### src/rtl/exe_forward_sched.sv
// Execute-stage scheduler: tracks in-flight destination registers and
// produces the registered EXE operand-forwarding selects plus the
// stall/bubble controls for load-use and RAW hazards.
// Forward select encoding: 0 = register file, 1 = MEM ALU result, 2 = WB result.
module exe_forward_sched #(
  parameter int REG_AW          = 5,
  parameter int LU_STALL_CYCLES = 1
) (
  input  logic              clk,
  input  logic              rst,
  input  logic              fwd_en,
  input  logic              pipe_freeze,
  input  logic              id_valid,
  input  logic [REG_AW-1:0] id_src1,
  input  logic [REG_AW-1:0] id_src2,
  input  logic              id_src2_used,
  input  logic              id_wb_en,
  input  logic [REG_AW-1:0] id_dest,
  input  logic              id_mem_read,
  output logic [1:0]        src1_decider,
  output logic [1:0]        src2_decider,
  output logic              stall,
  output logic              bubble
);

  typedef enum logic [1:0] {RUN, LU_STALL, RAW_STALL} state_t;

  // Counter reload after the first load-use bubble; the first bubble is the hazard cycle itself.
  localparam logic [1:0] LU_LOAD = 2'(LU_STALL_CYCLES - 1);

  state_t            state, state_next;
  logic [1:0]        lu_cnt, lu_cnt_next;

  // The WB stage is not stored: the register file writes before it is read,
  // so an instruction in WB can never cause a hazard or need a forward.
  logic              ex_valid, ex_wb_en, ex_mem_read;
  logic [REG_AW-1:0] ex_dest;
  logic              mem_valid, mem_wb_en;
  logic [REG_AW-1:0] mem_dest;

  logic              ex_hit1, ex_hit2, mem_hit1, mem_hit2;
  logic              ex_hit, mem_hit;
  logic              hazard, enter;
  logic [1:0]        fwd1, fwd2;

  // Source-to-stage match detection; register 0 is never a producer.
  always_comb begin
    ex_hit1  = ex_valid && ex_wb_en && (ex_dest != '0) && (ex_dest == id_src1);
    ex_hit2  = ex_valid && ex_wb_en && (ex_dest != '0) && (ex_dest == id_src2) && id_src2_used;
    mem_hit1 = mem_valid && mem_wb_en && (mem_dest != '0) && (mem_dest == id_src1);
    mem_hit2 = mem_valid && mem_wb_en && (mem_dest != '0) && (mem_dest == id_src2) && id_src2_used;
    ex_hit   = id_valid && (ex_hit1 || ex_hit2);
    mem_hit  = id_valid && (mem_hit1 || mem_hit2);
    fwd1     = ex_hit1 ? 2'd1 : (mem_hit1 ? 2'd2 : 2'd0);
    fwd2     = ex_hit2 ? 2'd1 : (mem_hit2 ? 2'd2 : 2'd0);
  end

  // Next-state and hazard logic; LU_STALL with an expired counter and
  // RAW_STALL both fall through to a fresh RUN evaluation in the same cycle.
  always_comb begin
    state_next  = state;
    lu_cnt_next = lu_cnt;
    hazard      = 1'b0;
    if (state == LU_STALL && lu_cnt != 2'd0) begin
      hazard      = 1'b1;
      lu_cnt_next = lu_cnt - 2'd1;
    end else begin
      state_next  = RUN;
      lu_cnt_next = 2'd0;
      if (fwd_en) begin
        if (ex_hit && ex_mem_read) begin
          hazard      = 1'b1;
          state_next  = LU_STALL;
          lu_cnt_next = LU_LOAD;
        end
      end else if (ex_hit || mem_hit) begin
        hazard     = 1'b1;
        state_next = RAW_STALL;
      end
    end
    enter  = id_valid && !hazard;
    stall  = rst && (pipe_freeze || hazard);
    bubble = rst && !pipe_freeze && hazard;
  end

  // FSM state and load-use counter register; frozen pipeline holds them.
  always_ff @(posedge clk or negedge rst) begin
    if (!rst) begin
      state  <= RUN;
      lu_cnt <= 2'd0;
    end else if (!pipe_freeze) begin
      state  <= state_next;
      lu_cnt <= lu_cnt_next;
    end
  end

  // Tracking pipe and forwarding selects advance together with the real pipeline.
  always_ff @(posedge clk or negedge rst) begin
    if (!rst) begin
      ex_valid     <= 1'b0;
      ex_wb_en     <= 1'b0;
      ex_mem_read  <= 1'b0;
      ex_dest      <= '0;
      mem_valid    <= 1'b0;
      mem_wb_en    <= 1'b0;
      mem_dest     <= '0;
      src1_decider <= 2'd0;
      src2_decider <= 2'd0;
    end else if (!pipe_freeze) begin
      mem_valid    <= ex_valid;
      mem_wb_en    <= ex_wb_en;
      mem_dest     <= ex_dest;
      ex_valid     <= enter;
      ex_wb_en     <= id_wb_en;
      ex_mem_read  <= id_mem_read;
      ex_dest      <= id_dest;
      src1_decider <= (enter && fwd_en) ? fwd1 : 2'd0;
      src2_decider <= (enter && fwd_en) ? fwd2 : 2'd0;
    end
  end

endmodule

### config.mk
export PLATFORM = sky130hd
export DESIGN_NAME = exe_forward_sched
export DESIGN_NICKNAME = d
export VERILOG_FILES = /design/src/rtl/exe_forward_sched.sv
export SDC_FILE = /design/constraint.sdc
export NUM_CORES = 1
export LEC_CHECK = 0
export BUFFER_PORTS_ARGS = -buffer_cell sky130_fd_sc_hd__buf_2
export CAP_MARGIN = 20
export CORE_AREA = 2 2 52 54
export CTS_BUF_LIST = sky130_fd_sc_hd__clkbuf_8
export CTS_CLUSTER_DIAMETER = 40
export DETAILED_ROUTE_END_ITERATION = 12
export DIE_AREA = 0 0 54 56
export MAX_ROUTING_LAYER = met4
export PLACE_DENSITY_LB_ADDON = 0.2
export SLEW_MARGIN = 30
export SYNTH_ARGS = -nofsm -noshare
export SYNTH_HDL_FRONTEND = slang
export SYNTH_SLANG_ARGS = --single-unit
### constraint.sdc
create_clock -name clk -period 2.3 [get_ports clk]
set_input_delay 0 -clock clk [delete_from_list [all_inputs] [get_ports clk]]
set_output_delay 0 -clock clk [all_outputs]
set_load 0.05 [all_outputs]
Yosys cells after proc, flatten, opt, wreduce, memory -nomap -nowiden

Cells that the tools add are included.

Add/subtract/negate cells: 1
$mul: 0
Div/mod/pow operators: 0
Magnitude comparators: 0
Eq/ne operators: 5
Shift operators: 0
Muxes and demuxes: 14
Bitwise operators: 2
Reduce and logical (&&, ||, !) cells: 29

Operators with widths:

| operator                                                            | number |
|---|---|
| 5-bit == test                                                       | 4 |
| 1-bit logical AND                                                   | 19 |
| 2-bit 2-to-1 mux                                                    | 9 |
| 5-bit nonzero test                                                  | 2 |
| 1-bit 2-to-1 mux                                                    | 5 |
| 1-bit logical OR                                                    | 4 |
| 2-bit by 1-bit == test with 1-bit output (second input constant)    | 1 |
| 1-bit zero test                                                     | 2 |
| 1-bit NOT                                                           | 2 |
| 2-bit AND reduction                                                 | 1 |
| 2-bit nonzero test                                                  | 1 |
| 2-bit by 1-bit subtractor with 2-bit output (second input constant) | 1 |

Bits in registers: 23
Bits in latches: 0
Bits in writable memories: 0
ROM bits: 0
Output and inout port bits: 6
Memories: 0

Logic depth before layout (Yosys ltp)

Gate-level depths: netlist of the first run.

Depth after elaboration: 14
Gate-level depth with buffers: 6
Mapped depth without buffers: 6

Worst setup path before layout of the first run

Ideal clock, no wire load.

Path type: register to output
Start: reg ex_dest[0]
End: out bubble
Arrival time: 2.466 ns
Data required time: 2.300 ns
Setup slack: -0.166 ns
Cell stages (with the launch flop): 6
Cells stage by stage: dfrtp_1 xnor2_1 nand4_1 nor3_2 o21ai_0 a311oi_1

Cells in the longest elaborated chain, start to end: 11
Elaborated cells between the ends (all ways): 16

Ends and longest elaborated chain:

| element                                                      | line   | text |
|---|---|---|
| start: declaration                                           | 37     | `logic [REG_AW-1:0] ex_dest;` |
| start signal: assignment                                     | 116    | `ex_dest <= id_dest;` |
| 5-bit nonzero test                                           | 48, 49 |  |
| 1-bit logical AND                                            | 48, 49 |  |
| 1-bit logical AND (2 in a row)                               | 49     | `ex_hit2 = ex_valid && ex_wb_en && (ex_dest != '0) && (ex_dest == id_src2) && id_src2_used;` |
| 1-bit logical OR (*)                                         | 52     | `ex_hit = id_valid && (ex_hit1 \|\| ex_hit2);` |
| 1-bit logical AND (*)                                        | 52     |  |
| 1-bit logical OR / 1-bit logical AND (equally long branches) | 76, 71 |  |
| 1-bit 2-to-1 mux, on equally long branches                   | 76, 71 |  |
| 1-bit 2-to-1 mux (*)                                         | 70     | `if (fwd_en) begin` |
| 1-bit 2-to-1 mux (*)                                         | 64     | `if (state == LU_STALL && lu_cnt != 2'd0) begin` |
| 1-bit logical AND (*)                                        | 83     | `bubble = rst && !pipe_freeze && hazard;` |
| end: declaration                                             | 23     | `output logic bubble` |

Every way passes the cells marked *; elsewhere a longest branch is shown, timed or not.

Final worst setup path of the first run

Start: reg ex_dest[1]
End: out bubble

The elaborated chain is that of the path after synthesis.

==> results of run 1 <==
[repair_timing]
item | in CTS | in global routing
setup buffers | 1 | 1
pin swaps | 1 | 2
setup endpoints to repair | 1 | 2
resized for setup | 3 | 4
hold buffers | 8 | 0
hold endpoints to repair | 30 | 0
[power groups by stage]
| stage | combinational (mW) | clock, mW | sequential [mW] |
|---|---|---|---|
| after floorplan | 0.140 | 0 | 0.476 |
| after global placement | 0.183 | 0 | 0.491 |
| after detailed placement | 0.187 | 0 | 0.493 |
| after CTS | 0.200 | 0.256 | 0.487 |
| after global routing | 0.225 | 0.273 | 0.493 |
| final | 0.204 | 0.245 | 0.488 |
[sequential cells by signal, summed over array words and instances (netlist names), 2 cells and up]
signal        flops
ex_dest           5
lu_cnt            2
mem_dest          5
src1_decider      2
src2_decider      2
state             2
[kinds of logic after synthesis]
family | count (synthesis)
flip-flops | 23
adder cells (fa/ha/maj) | 1
AND/OR/NAND/NOR | 23
buffers and inverters | 9
multiplexers | 14
XOR/XNOR | 20
AO/OA/AOI/OAI | 21
[metal layers]
layer  share of wire [%]  vias up  track usage (%)
met5                   0        -                -
met4                 1.2        0             6.79
met3                 4.3        4             3.49
met2                  52       27             31.7
met1                  43      488             25.0
li1                    -      482                -
[placed cells by master, fill, tap and decap left out, drive strengths merged, types with 5 or more instances in the layout]
master,Yosys,final
buf,0,30
nand2,6,6
xnor2,19,19
inv,5,5
dfrtp,23,23
a32o,5,5
mux2,14,14
dlygate4sd3,0,8
[worst max-delay path by stage]
stage,from,to,slack [ns],cells past startpoint
2_1_floorplan,ex_dest[0]$_DFFE_PN0N_,bubble,0.27,5
3_3_place_gp,ex_dest[1]$_DFFE_PN0N_,bubble,0.33,6
3_5_place_dp,ex_dest[1]$_DFFE_PN0N_,bubble,0.27,6
4_1_cts,ex_dest[1]$_DFFE_PN0N_,bubble,0.01,6
5_1_grt,ex_dest[1]$_DFFE_PN0N_,bubble,-0.01,6
6_report,ex_dest[1]$_DFFE_PN0N_,bubble,0.06,6
[worst max-delay path: stages, from the launching register on]
cell and delay, ns:
dfrtp_2 0.44, or4_4 0.57, o211ai_4 0.20, nor3_2 0.10, o311ai_4 0.34, a311oi_2 0.15
buf_6 0.18
[layout make-up]
class / instances / share of cell area [%]
well taps: 30 / 2.32
inverters: 5 / 1.16
repair buffers: 38 / 15.1
multi-input cells: 79 / 43.0
flip-flops and latches: 23 / 35.6
clock inverters: 1 / 0.309
clock buffers: 3 / 2.55
==> results.cfg, run 1 <==
[layout]
stdcell_count = 179
multi_input_area_um2 = 697
antennaDiodeCount = 0
final_area_um2 = 1620
num-nets-final = 174
drive_above_1_share_pct = 38.3
regArea_um2 = 577
final_core_util_pct = 66.6
syn2layout_area_growth_pct = 25.9
fillerInstances = 201

[detailed_routing]
vias_per_cell = 5.59
vias = 1001
avgRoutedWirePerCell_um = 14.6
drt_iter0_drc = 9
routed_wl_um = 2610
first_pass_iters = 4
drtAntennaViolNets = 0
drc = 0

[critical_path]
endpoint_kind = output port
cp.arrival_ns = 2.24
r2r-start = ex_dest[1]$_DFFE_PN0N_
reg2reg_slack_ns = 0.28
path_class = reg2out
crit_path_max_fanout = 5
rr_worst_depth = 6
crit_required_ns = 2.30
start_kind = flop
r2r-end = state[1]$_DFFE_PN0P_

[yosys]
syn_inst = 111
synth_compound_area_share_pct = 14.8
synth_top_family_by_area = compound AO/OA/AOI/OAI gates
ys_ff_latch = 23
synthMuxAreaShare_pct = 12.2
yosys_most_used_dff = dfrtp_1
synthesis.area_um2 = 1290
synth-adder-area-share_pct = 0.972
avgSynthCellArea_um2 = 11.6
synthesis.nets = 135
synthDistinctLibCells = 33
synthXorXnorAreaFrac_pct = 13.6
synth_edf_count = 0
synthTopCellsByArea = dfrtp_1, xnor2_1, mux2_2
yosysWarnings = 0
synthTopCellsByCount = dfrtp_1, xnor2_1, mux2_2
yosysSeqAreaShare_pct = 44.7
yosys.area.top_type = dfrtp_1
synth_top_area_share_pct = 44.7
synthArstFlopShare_pct = 100
synth_most_common_cell = dfrtp_1
synthSimpleGateAreaFrac_pct = 11.1

[clocking]
clk_pin_slew_ns = 0.08
cts_root_buf = clkbuf_8
clock_path_buffers = 2
clkSinkCount = 23
clk_latency_ns = 0.26
cts_tree = yes
cts_made_buffers = 3
htree_num_levels = 1

[timing]
fin_ws_ns = 0.0609
drv_slew = 0
finalHoldViolations = 0
setup_violations = 0
worst_pin_slew_ns = 0.541
min_period_ns = 2.24
worst_slew_margin_rel_pct = 63.9
skew_ns = 0.00201
fmax_mhz = 447
hold-worst-slack_ns = 0.0679
setup_tns_ns = 0
fin_crit_sh_pct = 97.4
rsz0062_at_grt = true

[placed_design]
dp_cells = 165
place_ws_ns = 0.265
io_buffers = 28
dp_hpwl_um = 1910
postPlaceCellArea_um2 = 1460
gp_congestion = 0.836

[floorplan]
placementRows = 18
fp.dieH_um = 56
start_util_pct = 52.9
coreArea_um2 = 2430
die_area_um2 = 3020
pin_count = 29
die_w_um = 54

[power]
p_int_mw = 0.671
p_clk_share_pct = 26.1
power_frac_comb_pct = 21.8
p_total_mw = 0.937
seq_power_share_pct = 52.1
p_per_area_nw_per_um2 = 578
leakage_nw = 0.686
p_sw_mw = 0.266
p_sw_share_pct = 28.4
peakVddDrop_mv = 0.455

[run_status]
status = complete, no violations

[global_route]
grt.overflow.total = 0
grt_pass1_wl_um = 4420
grt_start_max_net_pins = 28
grt.total_usage_pct = 19.9
grt_pass1_vias = 1022
antenna_found_initial = 0

[min_path]
hold_class = in2reg
hp-start = id_valid
holdPathEnd = ex_valid$_DFFE_PN0N_
holdPathStages = 2

[run]
cap_violations = 0
Note: power is estimated with default switching activity, not from simulation.
==> run 2, diff against run 1 <==
CTS_BUF_LIST = sky130_fd_sc_hd__clkbuf_4 sky130_fd_sc_hd__clkbuf_8   (was sky130_fd_sc_hd__clkbuf_8)
TNS_END_PERCENT = 1   (was not set)
==> results.cfg, run 2 (same netlist as run 1, synthesis figures left out) <==
[run_status]
status = complete, no violations

[placed_design]
gp_congestion = 0.836
dp_cells = 165
postPlaceCellArea_um2 = 1460
dp_hpwl_um = 1910
io_buffers = 28

[critical_path]
crit_required_ns = 2.30
start_kind = flop
crit_path_max_fanout = 4
cp.arrival_ns = 2.29
endpoint_kind = output port
path_class = reg2out

[detailed_routing]
drc = 0
vias = 1011
avgRoutedWirePerCell_um = 14.6
vias_per_cell = 5.49
drtAntennaViolNets = 0
first_pass_iters = 4
routed_wl_um = 2680
drt_iter0_drc = 10

[layout]
final_area_um2 = 1640
fillerInstances = 195
layout_commonest_cell = buf_2
final_cell_mix = buf_2, dfrtp_1, xnor2_1, mux2_2, dlygate4sd3_1
reg.largest.list = ex_dest x5, mem_dest x5
stdcell_count = 184
syn2layout_area_growth_pct = 27.3
num-nets-final = 179
antennaDiodeCount = 0
regArea_um2 = 577
drive_above_1_share_pct = 39.6
final_core_util_pct = 67.4
multi_input_area_um2 = 699

[floorplan]
coreArea_um2 = 2430
pin_count = 29
start_util_pct = 52.9
fp.dieH_um = 56
die_w_um = 54
placementRows = 18
die_area_um2 = 3020

[timing]
worst_slew_margin_rel_pct = 63.4
setup_tns_ns = 0
setup_violations = 0
drv_slew = 0
fmax_mhz = 437
skew_ns = 0.00349
worst_pin_slew_ns = 0.549
rsz0062_at_grt = true
fin_crit_sh_pct = 99.6
min_period_ns = 2.29
finalHoldViolations = 0

[global_route]
grt.overflow.total = 0
grt_pass1_vias = 1033
grt_start_max_net_pins = 28
grt_pass1_wl_um = 4480
grt.total_usage_pct = 19.9
antenna_found_initial = 0

[power]
p_per_area_nw_per_um2 = 547
p_total_mw = 0.897
peakVddDrop_mv = 0.446
leakage_nw = 0.710

[clocking]
clk_pin_slew_ns = 0.13
cts_root_buf = clkbuf_4
htree_num_levels = 1
cts_tree = yes
cts_made_buffers = 3
clkSinkCount = 23
clock_path_buffers = 2
clk_latency_ns = 0.31

[run]
cap_violations = 0

[min_path]
hold_class = in2reg
-- run 2: cell types whose count changed in the layout (fill, tap and decap cells not counted), sizes merged --
cell  change
buf       +5
-- run 2: worst paths after layout --
check / slack [ns] / cells after the start / start / end
setup reg to reg: 0.29 / 6 / ex_dest[1]$_DFFE_PN0N_ / ex_valid$_DFFE_PN0N_
min in group asynchronous: 0.19 / 2 / rst / src2_decider[1]$_DFFE_PN0N_
hold / removal: 0.02 / 2 / id_valid / ex_valid$_DFFE_PN0N_
setup / recovery: 0.009 / 6 / ex_dest[1]$_DFFE_PN0N_ / bubble
hold reg to reg: 0.50 / 1 / src1_decider[1]$_DFFE_PN0N_ / src1_decider[1]$_DFFE_PN0N_
max in group asynchronous: 1.71 / 2 / rst / ex_dest[3]$_DFFE_PN0N_
-- run 2: per-stage QoR --
step                setup slack, ns  hold WS [ns]
floorplan                     0.273        -0.296
global placement              0.331      0.000508
detailed placement            0.265       0.00945
CTS                        0.000602        0.0144
global route                -0.0735        0.0184
finish                      0.00940        0.0199
-- run 2: timing repair --
| action | in CTS | in global routing |
|---|---|---|
| buffers inserted | 6 | 1 |
| gates resized for setup | 3 | 2 |
| gates cloned | 0 | 0 |
| hold buffers | 8 | 0 |
| hold endpoints to repair | 30 | 0 |
| pin swaps | 1 | 1 |
| setup endpoints to repair | 2 | 2 |
-- run 2: layout make-up --
type | instances | area share, %
Multi-Input combinational cell | 79 | 42.7
Sequential cell | 23 | 35.2
Timing Repair Buffer | 43 | 17.0
Tap cell | 30 | 2.29
Clock buffer | 3 | 1.37
Inverter | 5 | 1.15
Clock inverter | 1 | 0.305
-- run 2: where the power goes --
group	leakage, nW	total [mW]	switching [mW]	internal [mW]
clock	0.0177	0.188	0.123	0.0649
combinational	0.406	0.233	0.108	0.125
sequential	0.286	0.476	0.0378	0.439
-- run 2: layer usage --
metal | routed length [um] | vias up | GRT usage (%)
li1 | - | 497 | -
met5 | 0 | - | -
met2 | 1370 | 22 | 31.5
met4 | 10 | 0 | 6.43
met3 | 86 | 2 | 2.42
met1 | 1220 | 490 | 26.2
-- run 2: critical path: stages, from the launching register on --
cell and delay, ns:
dfrtp_1 0.42, or4_4 0.56, o211ai_4 0.22, nor3_2 0.12
o311ai_4 0.32, a311oi_2 0.16, buf_6 0.18
==> run 3, diff against run 2 <==
clock period = 2.6 ns   (was 2.3 ns; I/O delays follow)
==> results.cfg, run 3 (same netlist as run 1, synthesis figures left out) <==
[run_status]
status = complete, no violations

[timing]
setup_violations = 0
worst_pin_slew_ns = 0.530
fin_crit_sh_pct = 90.0
worst_slew_margin_rel_pct = 64.6
skew_ns = 0.00212
drv_slew = 0
fmax_mhz = 428
min_period_ns = 2.34
finalHoldViolations = 0
rsz0062_at_grt = false
setup_tns_ns = 0

[floorplan]
fp.dieH_um = 56
coreArea_um2 = 2430
start_util_pct = 52.9
die_area_um2 = 3020
placementRows = 18
die_w_um = 54
pin_count = 29

[detailed_routing]
drc = 0
drt_iter0_drc = 13
first_pass_iters = 4
drtAntennaViolNets = 0
vias = 995
routed_wl_um = 2510
vias_per_cell = 5.62
avgRoutedWirePerCell_um = 14.2

[layout]
antennaDiodeCount = 0
syn2layout_area_growth_pct = 21.0
stdcell_count = 177
drive_above_1_share_pct = 35.4
reg.largest.list = ex_dest x5, mem_dest x5
fillerInstances = 206
final_area_um2 = 1560
num-nets-final = 172
layout_commonest_cell = buf_2
final_cell_mix = buf_2, dfrtp_1, xnor2_1, mux2_2, dlygate4sd3_1

[placed_design]
postPlaceCellArea_um2 = 1450
gp_congestion = 0.843
io_buffers = 28
dp_hpwl_um = 1950
dp_cells = 165

[clocking]
cts_setup_buffers = 0
cts_resized = 0
clock_path_buffers = 2
cts_root_buf = clkbuf_4
clkSinkCount = 23
clk_latency_ns = 0.30
cts_tree = yes
hold_buffers = 8
htree_num_levels = 1
clk_pin_slew_ns = 0.13
cts_made_buffers = 3

[global_route]
grt.total_usage_pct = 19.3
grt_pass1_wl_um = 4260
antenna_found_initial = 0
grt.overflow.total = 0
grt_start_max_net_pins = 28
grt_pass1_vias = 1028

[min_path]
hold_class = in2reg
hp-start = id_valid

[power]
p_sw_share_pct = 29.4
seq_power_share_pct = 56.0
leakage_nw = 0.665
p_per_area_nw_per_um2 = 490
p_int_mw = 0.540
peakVddDrop_mv = 0.362
p_total_mw = 0.764
p_sw_mw = 0.224
p_clk_share_pct = 21.1
power_frac_comb_pct = 22.8

[critical_path]
startpoint = mem_dest[1]$_DFFE_PN0N_
r2r-start = ex_dest[1]$_DFFE_PN0N_
crit_path_max_fanout = 4
cp.arrival_ns = 2.34
crit_required_ns = 2.60
start_kind = flop
endpoint_kind = output port
path_class = reg2out

[run]
cap_violations = 0
==> run 3: changes by cell type in the layout (fill, tap and decap cells not counted), sizes merged <==
| cell | before | now |
|---|---|---|
| buf | 35 | 28 |
==> run 3: worst paths after layout <==
check | end | slack, ns | cells after the start
max | bubble | 0.26 | 6
min | ex_valid$_DFFE_PN0N_ | 0.02 | 2
max reg2reg | src2_decider[1]$_DFFE_PN0N_ | 0.65 | 5
min reg2reg | src2_decider[1]$_DFFE_PN0N_ | 0.50 | 1
max in group asynchronous | state[0]$_DFFE_PN0P_ | 2.06 | 2
min in group asynchronous | src1_decider[0]$_DFFE_PN0N_ | 0.19 | 2
==> run 3: power groups by stage <==
stage | sequential (mW) | clock, mW | combinational [mW]
detailed placement | 0.435 | 0 | 0.166
global route | 0.434 | 0.185 | 0.194
CTS | 0.429 | 0.169 | 0.176
finish | 0.428 | 0.162 | 0.174
floorplan | 0.421 | 0 | 0.123
global placement | 0.435 | 0 | 0.162
==> run 3: cell type report <==
| class | count | area (um^2) | share of cell area (%) |
|---|---|---|---|
| well taps | 30 | 37.5 | 2.41 |
| clock inverters | 1 | 5.00 | 0.321 |
| multi-input cells | 79 | 678 | 43.5 |
| flip-flops and latches | 23 | 576 | 36.9 |
| inverters | 5 | 18.8 | 1.20 |
| repair buffers | 36 | 220 | 14.1 |
| clock buffers | 3 | 22.5 | 1.45 |
==> run 3: critical path, cell delays in order, from the launching register on <==
cell and delay [ns]:
dfrtp_1 0.44, or4_1 0.59, o211ai_1 0.21, o22ai_1 0.15
o311ai_4 0.29, a311oi_1 0.13, buf_2 0.23
==> run 3: per-layer routing <==
layer	track usage, %	vias to the layer above	wire (um)
met5	-	-	0
met3	3.49	4	98
li1	-	480	-
met4	7.50	0	35
met1	22.0	490	1050
met2	32.6	21	1320
==> run 3: metrics by stage <==
stage / utilization (%) / hold slack (ns) / setup slack (ns)
final: 64.0 / 0.0213 / 0.261
after global routing: 64.0 / 0.0264 / 0.0919
after CTS: 64.0 / 0.0117 / 0.236
after detailed placement: 59.6 / 0.00592 / 0.596
after global placement: 59.6 / 0.000303 / 0.657
after floorplan: - / -0.296 / 0.134
